===== src/rtl/hazard_scheduler.sv =====
// hazard_scheduler: RAW scoreboard, stall/bubble and branch-flush sequencer
// for the fetch/decode/execute/memory/writeback pipe. No datapath.
//
// Ports:
//   clk, rst          clock, synchronous active-high reset
//   dec_valid         decode holds a real instruction
//   dec_rSel1/2       source registers, dec_use1/2 source-read enables
//   dec_regWrEn       decode instruction writes dec_regToWrite
//   dec_isLoad        write data comes from memory
//   ex_pcWrEn         execute resolved a taken PC write
//   stall_f           hold PC and fetch-decode pipe
//   bubble_d          load NOP into decode-execute pipe
//   flush_fd/flush_de clear fetch-decode / decode-execute pipe
//   busy              registered: any slot valid or FSM not in RUN
//   stall_count       saturating hazard-stall cycle count
//   flush_count       saturating flush cycle count
//
// Build option: FORWARD_EN (defined: only load-use hits in slot0 stall).
module hazard_scheduler #(
    parameter int selBits     = 4,
    parameter int trackDepth  = 3,
    parameter int flushCycles = 2,
    parameter int cntWidth    = 16
) (
    input  logic                clk,
    input  logic                rst,
    input  logic                dec_valid,
    input  logic [selBits-1:0]  dec_rSel1,
    input  logic [selBits-1:0]  dec_rSel2,
    input  logic                dec_use1,
    input  logic                dec_use2,
    input  logic                dec_regWrEn,
    input  logic [selBits-1:0]  dec_regToWrite,
    input  logic                dec_isLoad,
    input  logic                ex_pcWrEn,
    output logic                stall_f,
    output logic                bubble_d,
    output logic                flush_fd,
    output logic                flush_de,
    output logic                busy,
    output logic [cntWidth-1:0] stall_count,
    output logic [cntWidth-1:0] flush_count
);

    localparam int FcW = (flushCycles > 1) ? $clog2(flushCycles) : 1;
    localparam logic [FcW-1:0] FC_LOAD = FcW'(flushCycles - 1);

    typedef enum logic {
        RUN   = 1'b0,
        FLUSH = 1'b1
    } state_t;

    state_t state;
    state_t state_nx;
    logic [FcW-1:0] fcnt;
    logic [FcW-1:0] fcnt_nx;

    // slot0 = EX, slot1 = MEM, slot(trackDepth-1) = WB
    logic [trackDepth-1:0] slot_vld;
    logic [trackDepth-1:0] slot_ld;
    logic [selBits-1:0]    slot_reg [trackDepth];
    logic [trackDepth-1:0] vld_nx;

    logic hit;
    logic running;
    logic flushing;
    logic hazard;
    logic issue;
    logic busy_nx;

    // Only slot0's load flag matters with bypassing; without it none do.
    logic unused_ld;
    assign unused_ld = ^slot_ld;

    always_comb begin
        hit = 1'b0;
        for (int i = 0; i < trackDepth; i++) begin
            if (slot_vld[i] &&
                ((dec_use1 && slot_reg[i] == dec_rSel1) ||
                 (dec_use2 && slot_reg[i] == dec_rSel2))) begin
`ifdef FORWARD_EN
                if (i == 0 && slot_ld[0]) begin
                    hit = 1'b1;
                end
`else
                hit = 1'b1;
`endif
            end
        end
    end

    assign running  = (state == RUN);
    assign flushing = !rst && (ex_pcWrEn || state == FLUSH);
    assign hazard   = !rst && dec_valid && running && hit;

    // A redirect makes the stalled instruction dead, so flush wins.
    assign stall_f  = hazard && !flushing;
    assign bubble_d = stall_f;
    assign flush_fd = flushing;
    assign flush_de = flushing;

    assign issue = !rst && dec_valid && dec_regWrEn && running &&
                   !ex_pcWrEn && !stall_f;

    assign vld_nx  = {slot_vld[trackDepth-2:0], issue};
    assign busy_nx = (|vld_nx) || (state_nx != RUN);

    always_comb begin
        state_nx = state;
        fcnt_nx  = fcnt;
        unique case (state)
            RUN: begin
                if (ex_pcWrEn && flushCycles > 1) begin
                    state_nx = FLUSH;
                    fcnt_nx  = FC_LOAD;
                end
            end
            FLUSH: begin
                if (ex_pcWrEn) begin
                    fcnt_nx = FC_LOAD;
                end else if (fcnt <= FcW'(1)) begin
                    state_nx = RUN;
                    fcnt_nx  = '0;
                end else begin
                    fcnt_nx = fcnt - FcW'(1);
                end
            end
            default: begin
                state_nx = RUN;
                fcnt_nx  = '0;
            end
        endcase
    end

    always_ff @(posedge clk) begin
        if (rst) begin
            state       <= RUN;
            fcnt        <= '0;
            slot_vld    <= '0;
            slot_ld     <= '0;
            busy        <= 1'b0;
            stall_count <= '0;
            flush_count <= '0;
            for (int i = 0; i < trackDepth; i++) begin
                slot_reg[i] <= '0;
            end
        end else begin
            state       <= state_nx;
            fcnt        <= fcnt_nx;
            slot_vld    <= vld_nx;
            slot_ld     <= {slot_ld[trackDepth-2:0], dec_isLoad};
            busy        <= busy_nx;
            slot_reg[0] <= dec_regToWrite;
            for (int i = 1; i < trackDepth; i++) begin
                slot_reg[i] <= slot_reg[i-1];
            end
            if (stall_f && stall_count != '1) begin
                stall_count <= stall_count + cntWidth'(1);
            end
            if (flushing && flush_count != '1) begin
                flush_count <= flush_count + cntWidth'(1);
            end
        end
    end

endmodule


===== config.mk =====
export PLATFORM = sky130hd
export DESIGN_NAME = hazard_scheduler
export DESIGN_NICKNAME = d
export VERILOG_FILES = /design/src/rtl/hazard_scheduler.sv
export SDC_FILE = /design/constraint.sdc
export NUM_CORES = 1
export LEC_CHECK = 0
export BUFFER_PORTS_ARGS = -buffer_cell sky130_fd_sc_hd__buf_2
export CAP_MARGIN = 10
export CORE_MARGIN = 8
export CORE_UTILIZATION = 53
export CTS_CLUSTER_SIZE = 28
export DETAILED_ROUTE_END_ITERATION = 8
export PLACE_DENSITY_LB_ADDON = 0.12
export SLEW_MARGIN = 5
export SYNTH_ARGS = -nofsm -noshare
export SYNTH_HDL_FRONTEND = slang
export SYNTH_SLANG_ARGS = --single-unit
export TNS_END_PERCENT = 20

===== constraint.sdc =====
create_clock -name clk -period 2.9 [get_ports clk]
set_clock_uncertainty 0.2 [all_clocks]
set_input_delay 0.725 -clock clk [delete_from_list [all_inputs] [get_ports clk]]
set_output_delay 0.725 -clock clk [all_outputs]
set_load 0.01 [all_outputs]

==> flow_results.org <==
** GRT
- Largest net degree at the start of global routing :: 34
- First-pass GRT wire length :: 8.76 mm
- Met2 Track Usage GR :: 27.6%
- Vias in the first global route :: 2005
- met2 is the most crowded layer.
- The total overflow left after global routing is 0.
- For met3 alone, demand over resource in global routing was under 10%.
- For met1 alone, demand over resource in global routing was 19.2%.
- The initial antenna violation count is 0.
- Global Route Usage Sum :: 16.4%

** STA
- After layout, the worst setup slack is approximately 0.070 ns.
- Final Hold Vio Count :: 0
- Dividing the final minimum period by the clock period gives 97.6%.
- Headroom to the max-slew limit came out at slightly below 70%.
- Final setup vio count :: 0
- The max-slew violation total from the final report was 0.
- Based on the critical path, the design can be clocked at up to 353 MHz.
- For the pin with the worst max-slew slack, the measured transition is 0.461 ns.
- RSZ-0062 raised after global routing :: no
- Post-route minimum period :: 2.83 ns
- Final-layout setup total negative slack :: 0 ns

** Route
- In the routed layout, each cell is associated on average with a via count of approximately 5.4.
- Initial DRC count :: 98
- After detailed routing, the average wire length per cell comes to 14.1 um.
- The first detailed-routing pass ran for 4 iterations.
- Antenna-violating nets left :: 0
- Sum of routed wire length over all layers :: 5.29 mm
- Total via count after detailed routing :: 2043
- After detailed routing, the number of remaining DRC violations is 0.

** Die
- The core region is 0.00429 mm^2.
- The initialized floorplan defines 24 standard-cell rows.
- Floorplan die height :: 82.4 um
- For this configuration, the core starts out at a cell density of 54.5%.
- Pin placement for this block handled 57 I/O pins.
- From left edge to right edge, the die measures between 80 and 90 um.
- Die footprint :: 0.00680 mm^2

** Layout
- Core utilization of the finished layout :: 65.6%
- The area growth from synthesis to layout is 20.5%.
- The finished cells cover approximately 0.0028 mm^2.
- Share of layout cells above drive strength 1 :: 23.8%
- Ant diodes :: 0
- Leading cell type in the layout, fill and taps excluded :: buf_2
- At the end of the flow, the number of nets in the layout was 344.
- In the layout the commonest cells are buf_2, dfxtp_1, xor2_1, nor2_1, nor2b_1.

** Clocking
- Post-CTS timing repair inserted 0 buffers for setup.
- Buffers inserted during clock tree synthesis total 5.
- Counting every sink on the clock net gives 49.
- Buffers inserted to repair hold after CTS numbered 0.
- TritonCTS built the clock tree.
- Depth of the CTS H-tree :: 2
- Clock Pin Slew Worst Setup and Hold Paths :: 0.08 ns
- The longest clock path from root to sink contains 2 buffers.
- At the later pin of the worst-skew pair, clock insertion delay measures around 0.30 ns.
- The cell sitting at the root of the clock tree is a clkbuf_8.

** Synthesis
- Mean cell area of the mapped netlist :: between 8 and 9 um^2
- When the netlist entered floorplanning its net count stood at 285.
- Synth unique cells :: 38
- Gate count after technology mapping :: 263
- The cell area that synthesis handed to floorplanning was 0.00234 mm^2.
- The share of the Yosys chip area taken by registers is between 40% and 50%.
- Number of synthesis warnings :: 0
- Number of storage elements in the synthesis netlist :: 49

** Worst setup path
- Critical Setup Path Class :: in2out
- Launch point of the worst path :: dec_rSel1[1]
- Setup crit start kind :: input pin
- The worst register-to-register path begins at stall_count[6]$_SDFFE_PP0P_.
- Flop-to-flop setup slack :: 0.48 ns
- Biggest fanout along the worst timing path :: 3
- Critical Path End Type :: output pin
- Data on the critical path is required at its endpoint by 1.98 ns.
- WP data arrival :: ~1.9 ns

** Power
- VDD sags by at most 280 uV.
- Logic gate share of total power :: 7.3%
- In this run, the clock network consumes 38.9% of the power.
- P per Cell Area :: 459 mW/mm^2
- Net Sw Power :: 286 uW
- Net switching is 22.1% of the power.
- Cell internal pwr :: 1010 uW
- Total leakage power :: 0.00118 uW
- Of the total power, registers draw 53.8%.

** Outcome
- Outcome :: completed

** Worst hold path
- The worst hold path begins at stall_count[5]$_SDFFE_PP0P_.
- The tightest min-delay check is of the reg2reg type.

** Place
- At the end of routability-driven placement, the weighted congestion stood at 0.863.
- After detailed placement, the total cell area comes to 0.00269 mm^2.
- Prior to clock tree synthesis, the placed netlist has a worst setup slack of -0.104 ns.
- Buffers placed on the I/O ports in this run total 55.
- Estimated wirelength of the detail-placed design :: around 3.9 mm

** Run
- Number of max-capacitance violations reported :: 0
-- final timing paths --
check,to,depth (start not counted)
min reg2reg,stall_count[5]$_SDFFE_PP0P_,2
max,stall_f,7
min,stall_count[5]$_SDFFE_PP0P_,2
max reg2reg,stall_count[6]$_SDFFE_PP0P_,7
-- layout make-up --
class                      count  area [um^2]
inverter                       5         18.8
multi-input combinational    198         1300
tap                           52         65.1
sequential                    49          981
clock buffer                   7         86.3
timing repair buffer          63          335
clock inverter                 1         30.0
fill                         394         1480
-- power groups by stage --
| stage | Clock [uW] | Sequential [uW] | Combinational (uW) |
|---|---|---|---|
| 3_3_place_gp | 0 | 712 | 91.8 |
| 4_1_cts | 514 | 697 | 96.0 |
| 6_report | 503 | 697 | 94.5 |
| 5_1_grt | 538 | 699 | 106 |
| 3_5_place_dp | 0 | 712 | 93.6 |
| 2_1_floorplan | 0 | 713 | 54.3 |
-- metal layers --
layer  vias up  wire [um]
met5         -          0
met4         0        106
met3        10        294
met2        51       2430
met1       944       2460
li1       1038          -
-- synth_stat cells (all sizes together) --
cell / instances / share of area (%)
or3: 3 / 0.80
or4b: 1 / 0.43
or4: 4 / 1.3
nand3: 13 / 2.8
nor4b: 2 / 1.0
nor2b: 19 / 5.1
dfxtp: 49 / 42
ha: 2 / 1.1
nand3b: 1 / 0.32
xor2: 30 / 11
o31a: 3 / 1.1
a211oi: 1 / 0.32
o31ai: 5 / 1.6
nand4: 11 / 2.9
o41ai: 2 / 0.75
o21bai: 1 / 0.32
clkbuf: 4 / 0.64
nor4: 7 / 1.9
inv: 5 / 0.80
o211ai: 1 / 0.32
o21ai: 6 / 1.3
a21oi: 9 / 1.9
nor3: 7 / 1.5
nand2: 18 / 2.9
nor3b: 1 / 0.32
or3b: 1 / 0.37
xnor2: 9 / 3.4
and3: 4 / 1.1
nor2: 24 / 3.9
and2: 3 / 0.80
buf: 7 / 2.0
o21a: 2 / 0.64
and4: 5 / 1.9
mux2: 3 / 1.4
-- metrics by stage --
| stage | power [uW] | cells | hold slack (ns) |
|---|---|---|---|
| floorplan | 767 | 263 | 0.255 |
| global placement | 804 | 367 | 0.274 |
| detailed placement | 806 | 367 | 0.288 |
| CTS | 1310 | 375 | 0.303 |
| global route | 1340 | 375 | 0.322 |
| finish | 1290 | 375 | 0.296 |
-- repair_timing --
item | 4_1_cts | 5_1_grt
gates resized for setup | 3 | 1
endpoints found under the setup margin | 2 | 2
endpoints found under the hold margin | 0 | 0
pin swaps | 0 | 1
-- cells by family after synthesis --
family | synth area share, %
buffers and inverters | 3.48
AO/OA/AOI/OAI | 8.29
adder cells (fa/ha/maj) | 1.07
multiplexers | 1.44
AND/OR/NAND/NOR | 29.2
XOR/XNOR | 14.6
flip-flops | 41.9
-- critical path, cell delays in order --
cell and delay, ns:
buf_2 0.13, xor2_1 0.16, nor4_1 0.31, o21ai_1 0.12, nor4b_4 0.16, nor2_2 0.15, buf_2 0.16
No activity file was read; power rests on OpenSTA's default activity.
